## config.mk

```make
export PLATFORM = sky130hd
export DESIGN_NAME = nibble_counter
export DESIGN_NICKNAME = d
export VERILOG_FILES = /design/src/rtl/nibble_counter.sv
export SDC_FILE = /design/constraint.sdc
export NUM_CORES = 1
export LEC_CHECK = 0
export ABC_AREA = 1
export CORE_AREA = 3 3 40 42
export CTS_BUF_LIST = sky130_fd_sc_hd__clkbuf_2
export CTS_CLUSTER_DIAMETER = 80
export DETAILED_ROUTE_END_ITERATION = 10
export DIE_AREA = 0 0 43 45
export PLACE_DENSITY = 0.3
export SYNTH_ARGS = -nofsm -noshare
export SYNTH_HDL_FRONTEND = slang
export SYNTH_SLANG_ARGS = --single-unit
```

## constraint.sdc

```tcl
create_clock -name clk -period 1.1 [get_ports clk]
set_clock_uncertainty 0.15 [all_clocks]
set_input_delay 0.22 -clock clk [delete_from_list [all_inputs] [get_ports clk]]
set_output_delay 0.22 -clock clk [all_outputs]
set_load 0.02 [all_outputs]
```

## src/rtl/nibble_counter.sv

```systemverilog
// nibble_counter: free-running modulo-N up/down counter with terminal count.
// Define NIBBLE_COUNTER_GRAY_EN to add the Gray-coded out_gray output.
`timescale 1ns/1ps
module nibble_counter #(
  parameter int unsigned     WIDTH   = 4,
  parameter longint unsigned MODULUS = longint'(1) << WIDTH,
  parameter longint unsigned STEP    = 1,
  parameter bit              DOWN    = 1'b0
) (
  input  logic             clk,
  input  logic             reset,
  output logic [WIDTH-1:0] out,
  output logic             tc
`ifdef NIBBLE_COUNTER_GRAY_EN
  ,
  output logic [WIDTH-1:0] out_gray
`endif
);

  localparam longint unsigned MAX_MOD = longint'(1) << WIDTH;

  if (WIDTH < 1 || WIDTH > 32) begin : g_bad_width
    $error("nibble_counter: WIDTH out of range 1..32");
  end
  if (MODULUS < 2 || MODULUS > MAX_MOD) begin : g_bad_mod
    $error("nibble_counter: MODULUS out of range 2..2**WIDTH");
  end
  if (STEP < 1 || STEP > MODULUS - 1) begin : g_bad_step
    $error("nibble_counter: STEP out of range 1..MODULUS-1");
  end

  localparam logic [WIDTH:0] MOD_V  = MODULUS[WIDTH:0];
  localparam logic [WIDTH:0] STEP_V = STEP[WIDTH:0];
  localparam logic [WIDTH:0] BACK_V = MOD_V - STEP_V;
  localparam logic [WIDTH:0] LAST_V = MOD_V - 1'b1;

  // Power-up value comes from the register initialiser, so no reset is needed.
  logic [WIDTH-1:0] count_q = '0;
  logic [WIDTH-1:0] count_d;
  logic [WIDTH:0]   cur;
  logic [WIDTH:0]   sum;

  // Next count: one extra bit of headroom, then fold back into 0..MODULUS-1.
  always_comb begin
    cur     = {1'b0, count_q};
    sum     = cur + STEP_V;
    count_d = '0;
    if (cur >= MOD_V) begin
      count_d = '0;
    end else if (DOWN) begin
      if (cur >= STEP_V) begin
        count_d = WIDTH'(cur - STEP_V);
      end else begin
        count_d = WIDTH'(cur + BACK_V);
      end
    end else begin
      if (sum >= MOD_V) begin
        count_d = WIDTH'(sum - MOD_V);
      end else begin
        count_d = WIDTH'(sum);
      end
    end
  end

  // Count register; synchronous reset wins over counting.
  always_ff @(posedge clk) begin
    if (reset) begin
      count_q <= '0;
    end else begin
      count_q <= count_d;
    end
  end

  assign out = count_q;

  // Terminal count is a pure value decode of the current count.
  always_comb begin
    tc = 1'b0;
    if (DOWN) begin
      tc = (count_q == '0);
    end else begin
      tc = ({1'b0, count_q} == LAST_V);
    end
  end

`ifdef NIBBLE_COUNTER_GRAY_EN
  assign out_gray = count_q ^ (count_q >> 1);
`endif

endmodule

```

==> metrics.txt, run 1 <==
# TYPE chip_impl_metric gauge
chip_impl_metric{name="power_density_cells",unit="nW/µm²"} 1102
chip_impl_metric{name="cellLeakagePower",unit="nW"} 0.1739
chip_impl_info{name="cts_tree",value="done"} 1
chip_impl_metric{name="number_of_global_route_vias_before_repair",unit=""} 161
chip_impl_metric{name="overflow",unit=""} 0
chip_impl_metric{name="synthCells",unit=""} 20
chip_impl_info{name="most_area_hungry_cell_type_in_the_yosys_netlist",value="dfxtp_1"} 1
chip_impl_metric{name="max_slew_margin_vs_limit",unit="%"} 92.71
chip_impl_metric{name="dp_cells",unit=""} 47
chip_impl_metric{name="timing.critical_path.required",unit="ns"} 0.73
chip_impl_metric{name="grtUsageTotal",unit="%"} 5.237
chip_impl_metric{name="setup_violations",unit=""} 4
chip_impl_metric{name="tightestPinTransition",unit="ns"} 0.1090
chip_impl_metric{name="hold_violations",unit=""} 0
chip_impl_metric{name="timing.hold.worst_path_depth",unit=""} 2
chip_impl_metric{name="routed-wl-met2",unit="µm"} 194
chip_impl_metric{name="clk_pin_slew_worst_paths",unit="ns"} 0.05
chip_impl_metric{name="drive_gt1_share",unit="%"} 63.89
chip_impl_metric{name="final_number_of_max_transition_violations",unit=""} 0
chip_impl_metric{name="final_core_util",unit="%"} 27.07
chip_impl_metric{name="fmaxAchievable",unit="MHz"} 764.1
chip_impl_metric{name="detailed_place_hpwl",unit="µm"} 304.2
chip_impl_metric{name="rows",unit=""} 13
chip_impl_info{name="grt_setup_unrepaired",value="yes"} 1
chip_impl_metric{name="routed_wire_length",unit="µm"} 404
chip_impl_info{name="critical_path_start_end_classification",value="register to output pin"} 1
chip_impl_metric{name="synthesis.yosys.warnings",unit=""} 0
chip_impl_metric{name="route.antenna.remaining_nets",unit=""} 0
chip_impl_metric{name="post_synthesis_instance_area",unit="µm²"} 150.1
chip_impl_metric{name="gp_congestion",unit=""} 0.6031
chip_impl_metric{name="via_per_inst",unit=""} 3.353
chip_impl_metric{name="grt_max_degree",unit=""} 4
chip_impl_metric{name="grt_first_pass_wirelength",unit="µm"} 655
chip_impl_metric{name="hold-worst-slack",unit="ns"} 0.4325
chip_impl_metric{name="arrival_time_of_the_worst_setup_path",unit="ns"} 0.94
chip_impl_metric{name="clock_h_tree_levels",unit=""} 1
chip_impl_metric{name="insertedDiodeCount",unit=""} 0
chip_impl_info{name="critPathLaunchType",value="register"} 1
chip_impl_info{name="critPathCaptureType",value="output pin"} 1
chip_impl_info{name="violated_checks",value="negative setup slack"} 1
chip_impl_metric{name="drt_drc_violations_left",unit=""} 0
chip_impl_metric{name="drtIter0Drc",unit=""} 0
chip_impl_info{name="cp_slowest_cell",value="dfxtp_4"} 1
chip_impl_metric{name="total_cts_buffers",unit=""} 3
chip_impl_metric{name="starting_density_of_the_core",unit="%"} 11.68
chip_impl_metric{name="layout.nets",unit=""} 41
chip_impl_metric{name="max-cap-violations",unit=""} 0
chip_impl_metric{name="stdcell_count",unit=""} 51
chip_impl_info{name="synth_area_leaders",value="dfxtp_1 53%, nor2_1 18%, nand2_1 10%"} 1
chip_impl_metric{name="placement.io_buffers",unit=""} 6
chip_impl_info{name="status",value="complete, but fails checks"} 1
chip_impl_info{name="clk_root_buffer_cell",value="clkbuf_2"} 1
chip_impl_metric{name="core_area",unit="µm²"} 1285
chip_impl_metric{name="synth_sequential_area_ratio",unit="%"} 53.33
chip_impl_info{name="highest_routed_layer",value="met3"} 1
chip_impl_metric{name="largest_register_ffs",unit=""} 4
chip_impl_metric{name="cts_hold_repair.buffers",unit=""} 0
chip_impl_metric{name="synth_top_cell_area_share",unit="%"} 53.33
chip_impl_metric{name="avgSynthCellArea",unit="µm²"} 7.507
chip_impl_metric{name="worst_r2r_path_depth",unit=""} 6
chip_impl_metric{name="io-pin-count",unit=""} 7
chip_impl_metric{name="overall_die_height",unit="µm"} 45
chip_impl_metric{name="wirelength_met1",unit="µm"} 159
chip_impl_metric{name="die-width",unit="µm"} 43
chip_impl_metric{name="critical_path_peak_fanout",unit=""} 2
chip_impl_metric{name="number_of_antenna_violations_at_the_first_check_in_global_routing",unit=""} 0
chip_impl_metric{name="synth_fp_nets",unit=""} 23
chip_impl_metric{name="worstSkewPairLatency",unit="ns"} 0.21
chip_impl_metric{name="synth_cell_types",unit=""} 6
chip_impl_metric{name="die_area",unit="µm²"} 1935
chip_impl_metric{name="detailedRoute.firstPassIterationCount",unit=""} 1
chip_impl_metric{name="wl_per_cell",unit="µm"} 7.922
chip_impl_metric{name="routed_length_on_met3",unit="µm"} 50
chip_impl_metric{name="vdd_ir_drop_max",unit="mV"} 0.4477
chip_impl_metric{name="area.growth.synth_to_final",unit="%"} 131.7
chip_impl_metric{name="layout_worst_path_cycle_share",unit="%"} 119.0
chip_impl_info{name="worst_hold_path_type",value="input port to register"} 1
chip_impl_metric{name="clock_sinks",unit=""} 4
chip_impl_metric{name="cts_max_path_buffers",unit=""} 2
chip_impl_info{name="worstPathCellList",value="ha_4, nand2_4, nor2_4, buf_6"} 1
chip_impl_metric{name="routed-via-count",unit=""} 171
chip_impl_metric{name="final.setup.worst_slack",unit="ns"} -0.2087
chip_impl_metric{name="synth-seq-cells",unit=""} 4
chip_impl_metric{name="layout_min_cycle_time",unit="ns"} 1.309
chip_impl_metric{name="max_stage_delay",unit="ns"} 0.35
## logic make-up after synthesis
logic type	count (synthesis)	synth area share, %
buffers and inverters	3	7.499
DFF	4	53.34
adders and majority gates	1	8.332
and+or+nand+nor	12	30.83
## repair_timing
| action | CTS | global route |
|---|---|---|
| pin swaps | 2 | 1 |
| setup endpoints to repair | 5 | 6 |
| resized for setup | 32 | 2 |
| cloned | 0 | 0 |
| buffers inserted | 1 | 1 |
## worst paths after layout
kind	endpoint	slack, ns	startpoint
max	tc	-0.21	out[0]
min	out[0]	0.43	reset
max reg2reg	out[3]	0.07	out[0]
min reg2reg	out[1]	0.44	out[1]
## per-layer routing
| layer | vias to the layer above | track usage, % |
|---|---|---|
| li1 | 93 | - |
| met1 | 71 | 5.276 |
| met2 | 7 | 6.587 |
| met3 | 0 | 5.179 |
| met4 | 0 | 3.614 |
| met5 | - | 0 |
## layout make-up
type                       count  area [µm²]
sequential                     4       92.59
inverter                       3       11.26
timing repair buffer          13       118.9
clock buffer                   3       15.01
tap                           15       18.77
fill                         147       937.1
multi-input combinational     13       91.34
## worst max-delay path, delay by kind of cell, from the launching register on
family / cells / cell delay, ns
buffers and inverters: 1 / 0.11
and+or+nand+nor: 2 / 0.12
adders and majority gates: 1 / 0.13
DFF: 1 / 0.35
## metrics by stage
step	setup slack (ns)	instance area [µm²]	power, mW	setup TNS, ns
2_1_floorplan	-0.005452	186.4	0.1981	-0.005452
3_3_place_gp	-0.4819	310.3	0.2374	-1.694
3_5_place_dp	-0.4850	310.3	0.2373	-1.717
4_1_cts	-0.2487	342.8	0.3988	-0.6256
5_1_grt	-0.2741	347.8	0.4203	-0.7616
6_report	-0.2087	347.8	0.3832	-0.5186
## where the power goes
part	total [mW]	switching, mW	internal (mW)
combinational	0.0786	0.0344	0.0442
clock	0.141	0.0676	0.0735
sequential	0.163	0.00969	0.154
total	0.383	0.112	0.272
## cell usage after synthesis
| cell type | number |
|---|---|
| nor2_1 | 7 |
| dfxtp_1 | 4 |
| ha_1 | 1 |
| inv_1 | 3 |
| nand2_1 | 4 |
| nand3_1 | 1 |
## cells in the final DEF (no fill, tap or decap)
master           synthesis  final
buf_4                    0      7
buf_6                    0      5
clkbuf_2                 0      3
clkdlybuf4s50_1          0      1
dfxtp_2                  0      1
dfxtp_4                  0      3
ha_4                     0      1
inv_1                    3      3
nand2_1                  4      3
nand2_4                  0      1
nand3_2                  0      1
nor2_1                   7      6
nor2_4                   0      1
Power figures use the tool's default switching activity.
==> inputs of run 2 (changes only) <==
Settings changed: CAP_MARGIN from default to 20, SETUP_SLACK_MARGIN from default to 0.5.
==> run 2 against run 1 <==
Effect of this change:
- the flow still finishes with violations (negative setup slack)
- first-iteration DRC count up 1
- wire length down 0.99%
- final cell count down 3.9%
- hold slack worse by 0.25 ns
- final area down 5.4%
- critical path type unchanged
==> metrics.txt, run 2 (synthesis gave the netlist of run 1 again) <==
# TYPE chip_impl_metric gauge
chip_impl_metric{name="critical_path_peak_fanout",unit=""} 2
chip_impl_metric{name="vdd_ir_drop_max",unit="mV"} 0.4199
chip_impl_metric{name="ff2ff_setup_slack",unit="ns"} 0.09
chip_impl_metric{name="cellLeakagePower",unit="nW"} 0.1625
chip_impl_info{name="cts_tree",value="done"} 1
chip_impl_metric{name="via_per_inst",unit=""} 3.551
chip_impl_metric{name="die-width",unit="µm"} 43
chip_impl_metric{name="seq_area",unit="µm²"} 95.09
chip_impl_metric{name="arrival_time_of_the_worst_setup_path",unit="ns"} 0.93
chip_impl_metric{name="drtIter0Drc",unit=""} 1
chip_impl_info{name="worstPathCellList",value="ha_4, nand2_4, nor2_4, buf_6"} 1
chip_impl_metric{name="area.growth.synth_to_final",unit="%"} 119.2
chip_impl_metric{name="clock_h_tree_levels",unit=""} 1
chip_impl_metric{name="finish.instance_area",unit="µm²"} 329.1
chip_impl_metric{name="routed_wire_length",unit="µm"} 400
chip_impl_info{name="violated_checks",value="negative setup slack"} 1
chip_impl_metric{name="placement.io_buffers",unit=""} 6
chip_impl_metric{name="layout_worst_path_cycle_share",unit="%"} 118.5
chip_impl_metric{name="dp_cells",unit=""} 45
chip_impl_info{name="clk_root_buffer_cell",value="clkbuf_2"} 1
chip_impl_metric{name="power_density_cells",unit="nW/µm²"} 1124
chip_impl_metric{name="place_area",unit="µm²"} 301.5
chip_impl_metric{name="detailedRoute.firstPassIterationCount",unit=""} 2
chip_impl_info{name="grt_setup_unrepaired",value="yes"} 1
chip_impl_metric{name="timing.critical_path.required",unit="ns"} 0.73
chip_impl_metric{name="grtUsageTotal",unit="%"} 5.491
chip_impl_info{name="cpLargestDelayFamily",value="flip-flops"} 1
chip_impl_metric{name="final.fill_count",unit=""} 140
chip_impl_metric{name="worstSetupPathDepth",unit=""} 4
chip_impl_metric{name="layout_min_cycle_time",unit="ns"} 1.303
chip_impl_metric{name="routed-via-count",unit=""} 174
chip_impl_metric{name="insertedDiodeCount",unit=""} 0
chip_impl_metric{name="cts_max_path_buffers",unit=""} 2
chip_impl_metric{name="critPathBufInv",unit=""} 1
chip_impl_info{name="critical_path_start_end_classification",value="register to output pin"} 1
chip_impl_metric{name="fmaxAchievable",unit="MHz"} 767.3
chip_impl_info{name="cp_slowest_cell",value="dfxtp_4"} 1
chip_impl_metric{name="grt_max_degree",unit=""} 4
chip_impl_metric{name="stdcell_count",unit=""} 49
chip_impl_metric{name="overall_die_height",unit="µm"} 45
chip_impl_metric{name="layout.nets",unit=""} 39
chip_impl_info{name="critPathCaptureType",value="output pin"} 1
chip_impl_metric{name="setup_violations",unit=""} 3
chip_impl_metric{name="clock_sinks",unit=""} 4
chip_impl_metric{name="drive_gt1_share",unit="%"} 73.53
chip_impl_metric{name="max-cap-violations",unit=""} 0
chip_impl_metric{name="number_of_antenna_violations_at_the_first_check_in_global_routing",unit=""} 0
chip_impl_metric{name="clk_pin_slew_worst_paths",unit="ns"} 0.04
chip_impl_metric{name="final_core_util",unit="%"} 25.61
chip_impl_metric{name="cts_hold_repair.buffers",unit=""} 0
chip_impl_metric{name="detailed_place_hpwl",unit="µm"} 273.3
chip_impl_metric{name="io-pin-count",unit=""} 7
chip_impl_metric{name="gp_congestion",unit=""} 0.6621
chip_impl_metric{name="rows",unit=""} 13
chip_impl_metric{name="die_area",unit="µm²"} 1935
chip_impl_metric{name="route.antenna.remaining_nets",unit=""} 0
chip_impl_metric{name="starting_density_of_the_core",unit="%"} 11.68
chip_impl_metric{name="final.setup.worst_slack",unit="ns"} -0.2032
chip_impl_metric{name="max_slew_margin_vs_limit",unit="%"} 93.25
chip_impl_metric{name="total_cts_buffers",unit=""} 3
chip_impl_metric{name="tightestPinTransition",unit="ns"} 0.1012
chip_impl_metric{name="final_number_of_max_transition_violations",unit=""} 0
chip_impl_metric{name="worst_r2r_path_depth",unit=""} 5
chip_impl_metric{name="number_of_global_route_vias_before_repair",unit=""} 144
chip_impl_metric{name="timing.hold.worst_path_depth",unit=""} 2
chip_impl_metric{name="wl_per_cell",unit="µm"} 8.163
chip_impl_metric{name="hold_violations",unit=""} 0
chip_impl_metric{name="multi_input_comb_area",unit="µm²"} 96.34
chip_impl_info{name="worst_hold_path_type",value="input port to register"} 1
chip_impl_metric{name="worstSkewPairLatency",unit="ns"} 0.21
chip_impl_metric{name="core_area",unit="µm²"} 1285
chip_impl_metric{name="drt_drc_violations_left",unit=""} 0
chip_impl_info{name="critPathLaunchType",value="register"} 1
chip_impl_metric{name="max_stage_delay",unit="ns"} 0.35
chip_impl_info{name="final_cell_mix",value="6 x buf_4, 5 x nor2_1, 4 x dfxtp_4, 3 x clkbuf_2, 3 x buf_6"} 1
chip_impl_metric{name="overflow",unit=""} 0
chip_impl_metric{name="grt_first_pass_wirelength",unit="µm"} 634
chip_impl_info{name="status",value="complete, but fails checks"} 1
chip_impl_info{name="mostFrequentLayoutCell",value="buf_4"} 1
chip_impl_metric{name="largest_register_ffs",unit=""} 4
run 2: final timing paths:
kind / startpoint / to
setup / recovery: out[1] / tc
hold / removal: reset / out[1]
setup reg to reg: out[1] / out[2]
hold reg to reg: out[0] / out[0]
run 2: area by class of cell:
class / count / share of cell area [%]
clock buffer: 3 / 4.563
multi-input combinational: 13 / 29.28
inverter: 3 / 3.422
sequential: 4 / 28.90
tap: 15 / 5.703
timing repair buffer: 11 / 28.14
run 2: metal layers:
metal	wire length [µm]	part of all wire (%)	global-route usage, %
met1	165	41	4.567
met2	177	44	6.287
met3	58	14	6.773
met4	0	0	5.422
met5	0	0	0
run 2: timing repair:
action                                  in CTS  in global routing
cloned                                       0                  0
hold endpoints to repair                     0                  0
endpoints found under the setup margin       9                  9
pin swaps                                    2                  1
buffers inserted                             0                  1
resized for setup                           31                  2
run 2: where the power goes:
group | switching, mW | leakage [nW] | internal, mW | total [mW]
sequential | 0.00972 | 0.0356 | 0.152 | 0.162
combinational | 0.0352 | 0.115 | 0.0392 | 0.0744
clock | 0.0607 | 0.0125 | 0.0733 | 0.134
total | 0.106 | 0.163 | 0.264 | 0.370
run 2: per-stage QoR:
step	hold slack, ns	power [mW]	TNS [ns]	setup slack, ns
CTS	0.1786	0.3790	-0.4465	-0.2278
global route	0.1719	0.4055	-0.5938	-0.2748
finish	0.1836	0.3700	-0.3745	-0.2032
global placement	0.3732	0.2327	-1.602	-0.4784
detailed placement	0.3765	0.2328	-1.610	-0.4840
floorplan	0.1315	0.1944	-0.001782	-0.001782
